**src/rtl/softmax_writeback_pkg.sv**
```systemverilog
// Shared configuration for the softmax writeback block: default vector geometry
// macros and the writeback FSM state encoding.
`ifndef ARRAYWIDTH
`define ARRAYWIDTH 4
`endif
`ifndef FIXPOINT_INT
`define FIXPOINT_INT 22
`endif
`ifndef FIXPOINT_FRAC
`define FIXPOINT_FRAC 10
`endif

package softmax_writeback_pkg;

    typedef enum logic [0:0] {
        IDLE = 1'b0,
        SEND = 1'b1
    } wb_state_e;

endpackage

```
**src/rtl/softmax_writeback_if.sv**
```systemverilog
// Vector capture and element write-stream bundle between the softmax producer,
// the writeback block and the downstream memory writer.
interface softmax_writeback_if #(
    parameter int ELEMS  = `ARRAYWIDTH,
    parameter int DW     = `FIXPOINT_INT + `FIXPOINT_FRAC,
    parameter int OUT_W  = 16,
    parameter int ADDR_W = 10
);
    logic                  vec_valid;
    logic [ELEMS*DW-1:0]   vec_data;
    logic                  vec_ready;
    logic                  wr_valid;
    logic                  wr_ready;
    logic [ADDR_W-1:0]     wr_addr;
    logic [OUT_W-1:0]      wr_data;

    modport master (
        output vec_valid, vec_data, wr_ready,
        input  vec_ready, wr_valid, wr_addr, wr_data
    );

    modport slave (
        input  vec_valid, vec_data, wr_ready,
        output vec_ready, wr_valid, wr_addr, wr_data
    );
endinterface

```
**src/rtl/softmax_wb_quant.sv**
```systemverilog
// Fixed-point narrowing of one softmax element: clamp negatives to zero, drop
// fraction bits, saturate. Define SOFTMAX_WB_ROUND_EN to round half-up instead of truncating.
module softmax_wb_quant #(
    parameter int DW       = 32,
    parameter int IN_FRAC  = 10,
    parameter int OUT_W    = 16,
    parameter int OUT_FRAC = 8
) (
    input  logic [DW-1:0]    i_elem,
    output logic [OUT_W-1:0] o_word
);
    localparam int SH     = IN_FRAC - OUT_FRAC;
    localparam int RND_SH = (SH > 0) ? SH - 1 : 0;
    localparam logic [DW:0] MAX_OUT = (DW+1)'({OUT_W{1'b1}});
`ifdef SOFTMAX_WB_ROUND_EN
    localparam logic [DW:0] RND = (SH > 0) ? ((DW+1)'(1) << RND_SH) : '0;
`else
    localparam logic [DW:0] RND = '0;
`endif

    logic [DW:0] w_sum;
    logic [DW:0] w_shift;

    // One extra bit keeps the rounding add from wrapping near the positive maximum
    assign w_sum   = {1'b0, i_elem} + RND;
    assign w_shift = w_sum >> SH;

    // Clamp negative inputs, saturate oversized results
    always_comb begin
        if (i_elem[DW-1]) begin
            o_word = '0;
        end else if (w_shift > MAX_OUT) begin
            o_word = '1;
        end else begin
            o_word = w_shift[OUT_W-1:0];
        end
    end
endmodule

```
**src/rtl/softmax_writeback.sv**
```systemverilog
// Captures softmax result vectors into a 2-deep buffer and streams them out as
// narrowed words with incrementing write addresses. Rounding via SOFTMAX_WB_ROUND_EN.
module softmax_writeback
    import softmax_writeback_pkg::*;
#(
    parameter int ELEMS     = `ARRAYWIDTH,
    parameter int DW        = `FIXPOINT_INT + `FIXPOINT_FRAC,
    parameter int IN_FRAC   = `FIXPOINT_FRAC,
    parameter int OUT_W     = 16,
    parameter int OUT_FRAC  = 8,
    parameter int ADDR_W    = 10,
    parameter int BASE_ADDR = 0
) (
    input  logic               clk,
    input  logic               rst_n,
    input  logic               clear,
    softmax_writeback_if.slave bus,
    output logic               row_done,
    output logic               busy,
    output logic               overflow
);
    localparam int                IDX_W    = (ELEMS > 1) ? $clog2(ELEMS) : 1;
    localparam logic [ADDR_W-1:0] BASE     = ADDR_W'(BASE_ADDR);
    localparam logic [IDX_W-1:0]  LAST_IDX = IDX_W'(ELEMS - 1);

    logic [ELEMS*DW-1:0] r_fifo [2];
    logic                r_wptr;
    logic                r_rptr;
    logic [1:0]          r_count;
    wb_state_e           r_state;
    logic [IDX_W-1:0]    r_idx;
    logic                r_wr_valid;
    logic [OUT_W-1:0]    r_wr_data;
    logic [ADDR_W-1:0]   r_wr_addr;
    logic                r_row_done;
    logic                r_overflow;

    logic                w_ready;
    logic                w_push;
    logic                w_accept;
    logic                w_last;
    logic                w_pop;
    logic [1:0]          w_count_next;
    logic [ELEMS*DW-1:0] w_next_vec;
    logic [IDX_W-1:0]    w_next_idx;
    logic [OUT_W-1:0]    w_q [ELEMS];

    assign w_ready      = (r_count < 2'd2);
    assign w_push       = bus.vec_valid && w_ready;
    assign w_accept     = r_wr_valid && bus.wr_ready;
    assign w_last       = (r_idx == LAST_IDX);
    assign w_pop        = w_accept && w_last;
    assign w_count_next = r_count + {1'b0, w_push} - {1'b0, w_pop};

    // Pick the vector/element presented next; a row finishing while a single
    // entry is buffered takes the incoming vector directly to avoid a bubble.
    always_comb begin
        w_next_vec = r_fifo[r_rptr];
        w_next_idx = '0;
        if (w_accept) begin
            if (w_last) begin
                if (r_count == 2'd2) begin
                    w_next_vec = r_fifo[~r_rptr];
                end else begin
                    w_next_vec = bus.vec_data;
                end
                w_next_idx = '0;
            end else begin
                w_next_idx = r_idx + IDX_W'(1);
            end
        end else begin
            w_next_idx = '0;
        end
    end

    for (genvar g = 0; g < ELEMS; g++) begin : g_quant
        softmax_wb_quant #(
            .DW       (DW),
            .IN_FRAC  (IN_FRAC),
            .OUT_W    (OUT_W),
            .OUT_FRAC (OUT_FRAC)
        ) u_quant (
            .i_elem (w_next_vec[g*DW +: DW]),
            .o_word (w_q[g])
        );
    end

    // Two-slot vector buffer with ping-pong pointers
    always_ff @(posedge clk or negedge rst_n) begin
        if (!rst_n) begin
            r_fifo[0] <= '0;
            r_fifo[1] <= '0;
            r_wptr    <= 1'b0;
            r_rptr    <= 1'b0;
            r_count   <= 2'd0;
        end else if (clear) begin
            r_wptr    <= 1'b0;
            r_rptr    <= 1'b0;
            r_count   <= 2'd0;
        end else begin
            if (w_push) begin
                r_fifo[r_wptr] <= bus.vec_data;
                r_wptr         <= ~r_wptr;
            end
            if (w_pop) begin
                r_rptr <= ~r_rptr;
            end
            r_count <= w_count_next;
        end
    end

    // Writeback FSM with registered stream, row_done and overflow outputs
    always_ff @(posedge clk or negedge rst_n) begin
        if (!rst_n) begin
            r_state    <= IDLE;
            r_idx      <= '0;
            r_wr_valid <= 1'b0;
            r_wr_data  <= '0;
            r_wr_addr  <= BASE;
            r_row_done <= 1'b0;
            r_overflow <= 1'b0;
        end else if (clear) begin
            r_state    <= IDLE;
            r_idx      <= '0;
            r_wr_valid <= 1'b0;
            r_wr_data  <= '0;
            r_wr_addr  <= BASE;
            r_row_done <= 1'b0;
            r_overflow <= 1'b0;
        end else begin
            r_row_done <= w_pop;
            if (bus.vec_valid && !w_ready) begin
                r_overflow <= 1'b1;
            end
            case (r_state)
                IDLE: begin
                    if (r_count != 2'd0) begin
                        r_state    <= SEND;
                        r_wr_valid <= 1'b1;
                        r_wr_data  <= w_q[w_next_idx];
                        r_idx      <= w_next_idx;
                    end
                end
                SEND: begin
                    if (w_accept) begin
                        r_wr_addr <= r_wr_addr + ADDR_W'(1);
                        if (w_last && (w_count_next == 2'd0)) begin
                            r_state    <= IDLE;
                            r_wr_valid <= 1'b0;
                            r_idx      <= '0;
                        end else begin
                            r_wr_data <= w_q[w_next_idx];
                            r_idx     <= w_next_idx;
                        end
                    end
                end
                default: begin
                    r_state    <= IDLE;
                    r_wr_valid <= 1'b0;
                end
            endcase
        end
    end

    assign bus.vec_ready = w_ready;
    assign bus.wr_valid  = r_wr_valid;
    assign bus.wr_data   = r_wr_data;
    assign bus.wr_addr   = r_wr_addr;
    assign row_done      = r_row_done;
    assign overflow      = r_overflow;
    assign busy          = (r_state == SEND) || (r_count != 2'd0);
endmodule

```
**src/flat_wrapper.sv**
```systemverilog
// flat-port wrapper written by rule: the top's interface ports become plain ports
module softmax_writeback_flat import softmax_writeback_pkg::*;
#(
    parameter int ELEMS     = `ARRAYWIDTH,
    parameter int DW        = `FIXPOINT_INT + `FIXPOINT_FRAC,
    parameter int IN_FRAC   = `FIXPOINT_FRAC,
    parameter int OUT_W     = 16,
    parameter int OUT_FRAC  = 8,
    parameter int ADDR_W    = 10,
    parameter int BASE_ADDR = 0
)
  (clk, rst_n, clear, row_done, busy, overflow, bus_vec_valid, bus_vec_data, bus_wr_ready, bus_vec_ready, bus_wr_valid, bus_wr_addr, bus_wr_data);
  softmax_writeback_if #(.ELEMS(ELEMS), .DW(DW), .OUT_W(OUT_W), .ADDR_W(ADDR_W)) bus_i ();
  input  logic clk;
  input  logic rst_n;
  input  logic clear;
  output logic row_done;
  output logic busy;
  output logic overflow;
  input wire logic [$bits(bus_i.vec_valid)-1:0] bus_vec_valid;
  input wire logic [$bits(bus_i.vec_data)-1:0] bus_vec_data;
  input wire logic [$bits(bus_i.wr_ready)-1:0] bus_wr_ready;
  output wire logic [$bits(bus_i.vec_ready)-1:0] bus_vec_ready;
  output wire logic [$bits(bus_i.wr_valid)-1:0] bus_wr_valid;
  output wire logic [$bits(bus_i.wr_addr)-1:0] bus_wr_addr;
  output wire logic [$bits(bus_i.wr_data)-1:0] bus_wr_data;
  assign bus_i.vec_valid = bus_vec_valid;
  assign bus_i.vec_data = bus_vec_data;
  assign bus_i.wr_ready = bus_wr_ready;
  assign bus_vec_ready = bus_i.vec_ready;
  assign bus_wr_valid = bus_i.wr_valid;
  assign bus_wr_addr = bus_i.wr_addr;
  assign bus_wr_data = bus_i.wr_data;
  softmax_writeback #(.ELEMS(ELEMS), .DW(DW), .IN_FRAC(IN_FRAC), .OUT_W(OUT_W), .OUT_FRAC(OUT_FRAC), .ADDR_W(ADDR_W), .BASE_ADDR(BASE_ADDR)) u_core (.clk(clk), .rst_n(rst_n), .clear(clear), .bus(bus_i), .row_done(row_done), .busy(busy), .overflow(overflow));
endmodule
```
**config.mk**
```make
export PLATFORM = sky130hd
export DESIGN_NAME = softmax_writeback_flat
export DESIGN_NICKNAME = d
export VERILOG_FILES = /design/src/rtl/softmax_writeback_pkg.sv /design/src/rtl/softmax_writeback_if.sv /design/src/rtl/softmax_wb_quant.sv /design/src/rtl/softmax_writeback.sv /design/src/flat_wrapper.sv
export SDC_FILE = /design/constraint.sdc
export NUM_CORES = 1
export LEC_CHECK = 0
export BUFFER_PORTS_ARGS = -buffer_cell sky130_fd_sc_hd__buf_2
export CORE_MARGIN = 10
export CORE_UTILIZATION = 59
export DETAILED_ROUTE_END_ITERATION = 7
export GPL_TIMING_DRIVEN = 1
export PLACE_DENSITY = 0.84
export SYNTH_ARGS = -nofsm -noshare
export SYNTH_HDL_FRONTEND = slang
export SYNTH_SLANG_ARGS = --single-unit
```
**constraint.sdc**
```tcl
create_clock -name clk -period 3.71 [get_ports clk]
set_input_delay 0.1855 -clock clk [delete_from_list [all_inputs] [get_ports clk]]
set_output_delay 0.1855 -clock clk [all_outputs]
set_load 0.005 [all_outputs]
```
==> results of run 1 <==
## flip-flops by register name (all words and copies together) (netlist names)
| register | flops |
|---|---|
| u_core.row_done | 1 |
| u_core.bus.wr_valid | 1 |
| u_core.r_idx | 2 |
| u_core.overflow | 1 |
| u_core.bus.wr_data | 16 |
| u_core.r_state | 1 |
| u_core.r_rptr | 1 |
| u_core.bus.wr_addr | 10 |
| u_core.r_count | 2 |
| u_core.r_fifo | 240 |
| u_core.r_wptr | 1 |
## worst register-to-register path, stage by stage, from the launching register on
cell and delay, ns:
dfrtp_1 0.48, ha_4 0.23, nand3_2 0.09, clkinv_2 0.06
ha_1 0.27, inv_1 0.04, ha_1 0.18, xnor2_1 0.18
xnor2_1 0.13, nand4b_1 0.23, a21o_1 0.43, and2_1 0.46
o21ai_0 0.19, a32oi_1 0.21
## per-layer routing
metal / part of all wire / vias up / track usage
met3: 0.073 / 93 / 0.0476
met4: 0.032 / 0 / 0.0901
li1: - / 5331 / -
met1: 0.41 / 5834 / 0.324
met5: 0 / - / 0
met2: 0.48 / 528 / 0.408
## report_power, final
part / switching, mW / internal [mW] / leakage, nW
clock: 1.23 / 1.73 / 0.493
sequential: 0.741 / 4.02 / 3.33
combinational: 1.07 / 1.35 / 3.52
total: 3.04 / 7.09 / 7.34
## synthesized netlist by cell type (4+ instances only)
cell,instances
dfrtp_1,276
mux2_2,239
nor2_1,144
a21oi_1,73
o21ai_0,71
buf_2,63
nand2_1,53
o22ai_1,36
clkbuf_1,32
nor4_1,31
a21o_1,29
a31oi_1,19
o221ai_1,19
nand3_1,18
nor2b_1,17
o21bai_1,16
a211oi_1,14
a222oi_1,14
a22oi_1,14
a32oi_1,13
nand4_1,10
nor3_1,9
o21ai_1,8
xor2_1,7
inv_1,6
and3_1,5
buf_4,5
o2111ai_1,5
xnor2_1,5
ha_1,4
or4_1,4
## through the flow
stage | setup slack [ns] | hold WS, ns | util
after CTS | 0.495 | 0.0460 | 0.734
after detailed placement | 0.555 | 0.297 | 0.640
after global placement | 0.677 | 0.292 | 0.640
after floorplan | 0.725 | -0.110 | -
after global routing | 0.251 | 0.0908 | 0.734
final | 0.432 | 0.0574 | 0.735
## cells by family after synthesis
kind of cell,after synthesis,synth area share
muxes,241,0.192
AOI/OAI and AO/OA,351,0.165
buffers and inverters,110,0.0368
adders and majority gates,4,0.00355
and+or+nand+nor,314,0.106
DFF,276,0.489
xor gates and xnor gates,12,0.00745
## final cells by class
type | instances | area (sq um)
multi-input cells | 922 | 6710
clock buffers | 44 | 893
clock inverters | 10 | 86.3
repair buffers | 296 | 2200
fillers | 1532 | 6230
diodes | 6 | 15.0
flip-flops and latches | 276 | 6910
inverters | 8 | 31.3
well taps | 319 | 399
## path summary, 6_finish.rpt
kind                                        startpoint                           endpoint  slack (ns)  cells past startpoint
setup / recovery           u_core.r_idx[0]$_DFFE_PN0P_  u_core.bus.wr_data[5]$_DFFE_PN0P_        0.43                     13
hold / removal                            bus_wr_ready    u_core.bus.wr_valid$_DFFE_PN0P_        0.06                      4
setup reg to reg           u_core.r_idx[0]$_DFFE_PN0P_  u_core.bus.wr_data[5]$_DFFE_PN0P_        0.43                     13
hold reg to reg            u_core.overflow$_DFFE_PN0P_        u_core.overflow$_DFFE_PN0P_        0.49                      2
max in group asynchronous                        rst_n     u_core.r_fifo[137]$_DFFE_PN0P_        2.40                      3
min in group asynchronous                        rst_n     u_core.r_fifo[187]$_DFFE_PN0P_        0.25                      2
==> reports/summary.txt, run 1 <==
Residual DRC count: 0
Port bufs: 155
Global route overflow: 0
Synthesized cell area: 0.0141 sq mm
First-pass DRT Iterations: 6
Die ar.: 0.0305 sq mm
Crit path max fanout: 14
WS Path Type: reg -> reg
Synth warnings: 0
Largest cells by area after synthesis: dfrtp_1, mux2_2, nor2_1
Net Count, Synth: 1445
Number of synthesized flops with an enable pin: 0
Slowest stage delay, CP: 0.48 ns
Data required time of the critical path: 4.17 ns
Post-layout min period: 3.28 ns
Root Driver: clkbuf_16
Routability Congestion: 0.835
# placed instances: 1699
Highest Clock Rate: 0.305 GHz
Share of post-route cells with drive strength above 1: 0.310
Run status: finished clean
Gate Count Post-Synth: 1308
Critical path's slowest cell: dfrtp_1
Finished Layout Cells: 1881
Vias in the first global route: 11900
PD cells: 588 mW/mm^2
Worst setup SP type: flop
Bufs and invs on worst path: 2
Most used DFF post-synth: dfrtp_1
Max Buffers Root-to-Sink: 3
Final hold vios: 0
Pins Over Slew Limit: 0
Slew @ Worst Pin: 1.18 ns
Detailed Route Iter0 Violations: 1455
HPWL after detailed placement: 24.3 mm
Cell variety after synth: 68
WL/cell: 21.1 um
CP arrival: 3.74 ns
Core ar.: 0.0235 sq mm
Placement Rows: 56
Vias per Instance: 6.27
Post-route cell area: 0.0172 sq mm
Clock slew at reported path FFs: 0.07 ns
Die Ht: 175 um
Number of buffers inserted by hold repair at cts: 122
Max_cap viols: 0
Worst path cell trace: ha_4 > nand3_2 > clkinv_2 > ha_1 > inv_1 > ha_1 > xnor2_1 > xnor2_1 > nand4b_1 > a21o_1 > and2_1 > o21ai_0 > a32oi_1
Post-cts sizing count: 0
CP endpoint kind: flop
Max-slew headroom: 0.205
HP Class: in -> reg
CTS Buf Count: 30
Final worst path period share: 0.883
Most common cell after layout, fill and taps aside: dfrtp_1
Drt total wl: 39.7 mm
Unrepaired setup endpoints after global routing: no
Final ANT Viol Nets: 0
Ys async rst share: 1.00
Initial Utilization: 0.601
Tot Pwr: 10.1 mW
Nets: 1671
Yosys top cell area share: 0.489
CTS tree: done
Skew-Pair Late Insertion Delay: 0.57 ns
First-pass GRT wire length: 63.9 mm
Die W: 175 um
Area delta synth->final: 22.2%
Most frequent cells in the layout: dfrtp_1, mux2_2, buf_2, nor2_1, dlygate4sd3_1
Sequential area share after synthesis: 0.489
Via count: 11800
Leading area contributor after synthesis: dfrtp_1
Placed Area: 0.0150 sq mm
Clock Skew: 0.0254 ns
Clk sink count: 276
Pleak: 7.34 nW
Setup total negative slack: 0 ns
Worst vdd ir: 0.000408 V
GR Util All Layers: 0.250
Synth Register Bits: 276
Final setup viols: 0
Postcts setup bufs: 0
IO Pins: 164
Family with the most delay on the worst path: compound AO/OA/AOI/OAI gates
Antenna violations before repair: 4
Max H-tree Level: 1
Largest net degree at the start of global routing: 121
Mean post-synth cell area: 10.8 sq um
No activity file was read; power rests on OpenSTA's default activity.
==> run 2: changes to the inputs <==
- PLACE_DENSITY: 0.84 -> 0.8
==> run 2 against run 1 <==
Critical path depth is the same. Sequential power about the same. Power grew 4.9%. Die area stayed put. Design area grew 1.3%. Combinational power is essentially flat. Hold slack improved by 0.070 ns. Cell count rose by 0.37%. Sequential cell count did not move. Clock-buffer cell count shrank 5. Wire length about the same.
==> reports/summary.txt, run 2 (synthesis results as in run 1) <==
Run status: finished clean
IO Pins: 164 (unchanged)
Initial Utilization: 0.601 (unchanged)
Final worst path period share: 0.891 (+0.00732)
Detailed Route Iter0 Violations: 1347 (-7.4%)
Global route overflow: 0 (unchanged)
Vias in the first global route: 11700 (-1.4%)
CTS tree: done
Worst r2r path cells: 13 (unchanged)
CTS Buf Count: 30 (unchanged)
Die W: 175 um (unchanged)
CP arrival: 3.77 ns (+0.03 ns)
Postcts setup bufs: 0 (unchanged)
WS Path Type: reg -> reg
Vias per Instance: 6.26 (-0.16%)
Final hold vios: 0 (unchanged)
Max-slew headroom: 0.275 (+0.0699)
Max Buffers Root-to-Sink: 3 (unchanged)
Clock slew at reported path FFs: 0.06 ns (about the same)
# placed instances: 1707 (+0.47%)
Slew @ Worst Pin: 1.09 ns (-0.0968 ns)
Antenna violations before repair: 4 (unchanged)
WL/cell: 21.0 um (-0.43%)
Worst vdd ir: 0.000415 V (+1.7%)
CP endpoint kind: flop
Pre-CTS setup slack: 0.525 ns (-0.0296 ns)
Largest net degree at the start of global routing: 138 (+14%)
Unrepaired setup endpoints after global routing: no
Routability Congestion: 0.860 (+3.0%)
GR Util All Layers: 0.252 (+0.00242)
HP Class: in -> reg
Port bufs: 155 (unchanged)
Setup total negative slack: 0 ns (unchanged)
Clock Skew: 0.0187 ns (-0.00669 ns)
Die Ht: 175 um (unchanged)
HPWL after detailed placement: 24.8 mm (+2.3%)
Biggest register: u_core.r_fifo
First-pass GRT wire length: 64.1 mm (+0.22%)
Pins Over Slew Limit: 0 (unchanged)
First-pass DRT Iterations: 6 (unchanged)
Final setup margin: 0.405 ns (-0.0271 ns)
Fillcell total: 1569 (+2.4%)
Clk sink count: 276 (unchanged)
Final ANT Viol Nets: 0 (unchanged)
Worst setup SP type: flop
Post-layout min period: 3.30 ns (+0.0271 ns)
Placement Rows: 56 (unchanged)
Final setup viols: 0 (unchanged)
Max reg flops: 240 (unchanged)
Finished Layout Cells: 1888 (+0.37%)
Skew-Pair Late Insertion Delay: 0.56 ns (about the same)
Pleak: 7.45 nW (+1.5%)
Root Driver: clkbuf_16
Nets: 1679 (+0.48%)
Drt total wl: 39.7 mm (about the same)
Crit path max fanout: 14 (unchanged)
Data required time of the critical path: 4.18 ns (about the same)
PD cells: 609 mW/mm^2 (+3.5%)
Highest Clock Rate: 0.303 GHz (-0.82%)
Via count: 11800 (+0.21%)
Max_cap viols: 0 (unchanged)
Max H-tree Level: 1 (unchanged)
Residual DRC count: 0 (unchanged)
Most frequent cells in the layout: dfrtp_1, mux2_2, buf_2, nor2_1, dlygate4sd3_1
Hold depth: 2 (-2)
Most common cell after layout, fill and taps aside: dfrtp_1
Die ar.: 0.0305 sq mm (unchanged)
Area delta synth->final: 23.8%
Share of post-route cells with drive strength above 1: 0.317 (+0.00652)
Core ar.: 0.0235 sq mm (unchanged)
==> run 2: cell count changes in the layout (fill, tap and decap cells not counted), sizes merged <==
cell,delta
bufinv,+7
buf,+8
diode,-2
clkinv,-3
clkbuf,-5
clkinvlp,+2
==> run 2: final timing paths <==
path	end	slack, ns	from
setup / recovery	u_core.bus.wr_data[2]$_DFFE_PN0P_	0.41	u_core.r_idx[0]$_DFFE_PN0P_
hold / removal	u_core.bus.wr_addr[3]$_DFFE_PN0P_	0.13	clear
setup reg to reg	u_core.bus.wr_data[2]$_DFFE_PN0P_	0.41	u_core.r_idx[0]$_DFFE_PN0P_
hold reg to reg	u_core.bus.wr_data[14]$_DFFE_PN0P_	0.50	u_core.bus.wr_data[14]$_DFFE_PN0P_
max in group asynchronous	u_core.r_fifo[229]$_DFFE_PN0P_	2.33	rst_n
min in group asynchronous	u_core.r_fifo[178]$_DFFE_PN0P_	0.31	rst_n
==> run 2: layout make-up <==
cell class,instances,area [sq um],share of cell area
clock inverters,16,285,0.0163
clock buffers,39,876,0.0501
repair buffers,304,2250,0.129
diodes,4,10.0,0.000573
well taps,319,399,0.0228
multi-input cells,922,6710,0.384
flip-flops and latches,276,6910,0.396
inverters,8,31.3,0.00179
==> run 2: repair_timing <==
item                                   CTS  global route
endpoints found under the hold margin  373             0
gates resized for setup                  0             0
hold buffers                           122             0
==> run 2: per-layer routing <==
layer	part of all wire	global-route usage	up-vias
met5	0	0	-
met4	0.031	0.0883	0
met3	0.072	0.0420	103
met2	0.48	0.408	528
met1	0.41	0.336	5852
li1	-	-	5328
==> run 2: worst max-delay path: stages, from the launching register on <==
cell and delay, ns:
dfrtp_1 0.47, ha_4 0.23, nand3_2 0.09, clkinv_2 0.06
ha_1 0.27, inv_1 0.04, ha_1 0.18, xnor2_1 0.13
xnor2_1 0.15, nand4b_1 0.26, a21o_1 0.45, and2_1 0.46
o21ai_0 0.20, a32oi_1 0.22
==> run 2: report_power, final <==
part | leakage [nW] | switching (mW) | internal [mW]
clock network | 0.570 | 1.24 | 2.21
logic | 3.55 | 1.08 | 1.35
registers | 3.33 | 0.740 | 4.02
total | 7.45 | 3.06 | 7.58
==> run 2: metrics by stage <==
step / utilization / instance area (sq um) / hold slack [ns] / power, mW
6_report: 0.744 / 17500 / 0.127 / 10.6
2_1_floorplan: - / 14100 / -0.110 / 6.25
5_1_grt: 0.744 / 17500 / 0.131 / 11.1
4_1_cts: 0.744 / 17500 / 0.0530 / 10.6
3_5_place_dp: 0.642 / 15100 / 0.396 / 7.02
3_3_place_gp: 0.642 / 15100 / 0.392 / 6.82
==> run 3: changes to the inputs <==
- CORE_UTILIZATION: 59 -> 53
- PLACE_DENSITY: 0.8 -> 0.76
- clock period: 3.71 -> 2.77 ns (I/O delays scaled with it)
==> run 3 against run 2 <==
The flow now finishes with violations (setup timing). Register-to-register slack lost 0.41 ns. Hold slack lost 0.085 ns. Clock-buffer cell count grew 1. First-iteration DRC count shrank 14%. Sequential share of layout area shrank 0.55 points. Wire length shrank 0.15%. Non-clock buffer count grew 22. Die area grew 10%. Clock power grew 21%. Utilization shrank 6.6 points. Power grew 30%.
==> reports/summary.txt, run 3 (synthesis results as in run 1) <==
Final ANT Viol Nets: 0 (unchanged)
Routability Congestion: 0.875 (+1.8%)
CP endpoint kind: flop
Family with the most delay on the worst path: compound AO/OA/AOI/OAI gates
Port bufs: 155 (unchanged)
Most frequent cells in the layout: dfrtp_1, mux2_2, buf_2, nor2_1, dlygate4sd3_1
HPWL after detailed placement: 25.5 mm (+2.6%)
IO Pins: 164 (unchanged)
Area delta synth->final: 25.6%
Placement Rows: 59 (+5.4%)
Most frequent CP cell: xnor2_2
Failing checks: setup timing
Pleak: 7.55 nW (+1.3%)
Largest net degree at the start of global routing: 95 (-31%)
Run status: finished, violations left
Antenna violations before repair: 5 (+1)
Pins Over Slew Limit: 0 (unchanged)
PD cells: 781 mW/mm^2 (+28%)
Share of post-route cells with drive strength above 1: 0.331 (+0.0137)
# placed instances: 1739 (+1.9%)
Detailed Route Iter0 Violations: 1163 (-14%)
Clk sink count: 276 (unchanged)
Most common cell after layout, fill and taps aside: dfrtp_1
Slew @ Worst Pin: 0.759 ns (-0.328 ns)
Skew-Pair Late Insertion Delay: 0.58 ns (+0.02 ns)
Max Buffers Root-to-Sink: 3 (unchanged)
Die ar.: 0.0336 sq mm (+10%)
Fillcell total: 1942 (+24%)
Crit path max fanout: 14 (unchanged)
Finished Layout Cells: 1929 (+2.2%)
Final hold vios: 0 (unchanged)
First-pass DRT Iterations: 8 (+2)
Bufs and invs on worst path: 3 (+1)
Worst vdd ir: 0.000453 V (+9.1%)
Worst path cell trace: ha_4 > nand3_4 > clkinv_4 > ha_1 > inv_1 > ha_2 > xnor2_2 > xnor2_2 > nand4b_1 > a21oi_4 > nor3_4 > buf_12 > a22o_1 > o32a_1
HP Class: in -> reg
Root Driver: clkbuf_16
Max H-tree Level: 1 (unchanged)
CP arrival: 3.24 ns (-0.53 ns)
Max_cap viols: 0 (unchanged)
Final setup margin: -0.000114 ns (-0.405 ns)
CTS Buf Count: 30 (unchanged)
Final setup viols: 1 (+1)
Die Ht: 183 um (+4.9%)
Nets: 1701 (+1.3%)
Final worst path period share: 1.00 (+0.109)
WS Path Type: reg -> reg
Unrepaired setup endpoints after global routing: yes
Vias in the first global route: 12200 (+3.9%)
WHS: 0.0418 ns (-0.0852 ns)
Post-layout min period: 2.77 ns (-0.535 ns)
Clock Skew: 0.0202 ns (+0.00152 ns)
Critical path's slowest cell: dfrtp_2
Residual DRC count: 0 (unchanged)
Initial Utilization: 0.540 (-0.0612)
Max-slew headroom: 0.494 (+0.219)
Biggest register: u_core.r_fifo
Slowest stage delay, CP: 0.42 ns (-0.05 ns)
Die W: 183 um (+4.9%)
Drt total wl: 39.6 mm (-0.15%)
Clock slew at reported path FFs: 0.07 ns (about the same)
Max reg flops: 240 (unchanged)
WL/cell: 20.5 um (-2.3%)
Pre-CTS setup slack: -0.106 ns (-0.632 ns)
Core ar.: 0.0261 sq mm (+11%)
Vias per Instance: 6.10 (-2.4%)
GR Util All Layers: 0.231 (-0.0213)
Worst setup SP type: flop
Highest Clock Rate: 0.361 GHz (+19%)
Tot Pwr: 13.8 mW (+30%)
Data required time of the critical path: 3.24 ns (-0.94 ns)
First-pass GRT wire length: 64.4 mm (+0.62%)
CTS tree: done
Global route overflow: 0 (unchanged)
Via count: 11800 (-0.31%)
run 3: changes by cell type in the layout (fill, tap and decap cells not counted), moves of 2 or more:
cell / before / now
buf_12: 3 / 11
buf_4: 24 / 34
buf_6: 0 / 2
bufinv_16: 8 / 3
clkbuf_1: 1 / 3
clkinv_4: 0 / 3
diode_2: 4 / 6
xnor2_1: 5 / 3
xnor2_2: 0 / 2
run 3: per-stage QoR:
step | instance area (sq um) | util | setup TNS (ns)
after floorplan | 14100 | - | 0
after global placement | 15300 | 0.586 | -0.366
after detailed placement | 15300 | 0.586 | -1.04
after CTS | 17600 | 0.673 | 0
after global routing | 17700 | 0.678 | -0.530
final | 17700 | 0.678 | -0.000114
run 3: final cells by class:
cell class	count	area (sq um)	share of cell area
flip-flops and latches	276	6910	0.390
multi-input cells	922	6780	0.383
repair buffers	326	2520	0.142
clock buffers	40	858	0.0484
well taps	335	419	0.0237
clock inverters	16	179	0.0101
inverters	8	35.0	0.00198
diodes	6	15.0	0.000847
run 3: worst paths after layout:
check                      slack [ns]  cells past startpoint                           from                                 end
setup / recovery              -0.0001                     14    u_core.r_idx[0]$_DFFE_PN0P_  u_core.bus.wr_data[12]$_DFFE_PN0P_
setup reg to reg              -0.0001                     14    u_core.r_idx[0]$_DFFE_PN0P_  u_core.bus.wr_data[12]$_DFFE_PN0P_
hold reg to reg                  0.50                      1  u_core.r_fifo[59]$_DFFE_PN0P_       u_core.r_fifo[59]$_DFFE_PN0P_
min in group asynchronous        0.18                      2                          rst_n   u_core.bus.wr_addr[9]$_DFFE_PN0P_
hold / removal                   0.04                      4                   bus_wr_ready     u_core.bus.wr_valid$_DFFE_PN0P_
max in group asynchronous        1.73                      3                          rst_n      u_core.r_fifo[166]$_DFFE_PN0P_
run 3: routing by layer:
layer | GRT usage | up-vias | wire length, um
li1 | - | 5385 | -
met1 | 0.305 | 5867 | 16900
met2 | 0.372 | 443 | 18800
met3 | 0.0449 | 79 | 2800
met4 | 0.0797 | 0 | 1110
met5 | 0 | - | 0
run 3: where the power goes:
| group | internal [mW] | switching, mW |
|---|---|---|
| Combinational | 1.86 | 1.44 |
| Clock | 2.46 | 1.72 |
| Sequential | 5.38 | 0.985 |
run 3: what timing repair did:
action                                  CTS  global route
endpoints found under the setup margin   14            16
cloned                                    0             1
hold endpoints to repair                332             0
hold buffers                            123             0
setup buffers                             0             4
pin swaps                                 0             3
resized for setup                         1            11
run 3: worst register-to-register path, cell delays in order, from the launching register on:
cell	delay, ns
dfrtp_2	0.42
ha_4	0.17
nand3_4	0.07
clkinv_4	0.05
ha_1	0.26
inv_1	0.05
ha_2	0.18
xnor2_2	0.20
xnor2_2	0.14
nand4b_1	0.26
a21oi_4	0.29
nor3_4	0.08
buf_12	0.16
a22o_1	0.19
o32a_1	0.15
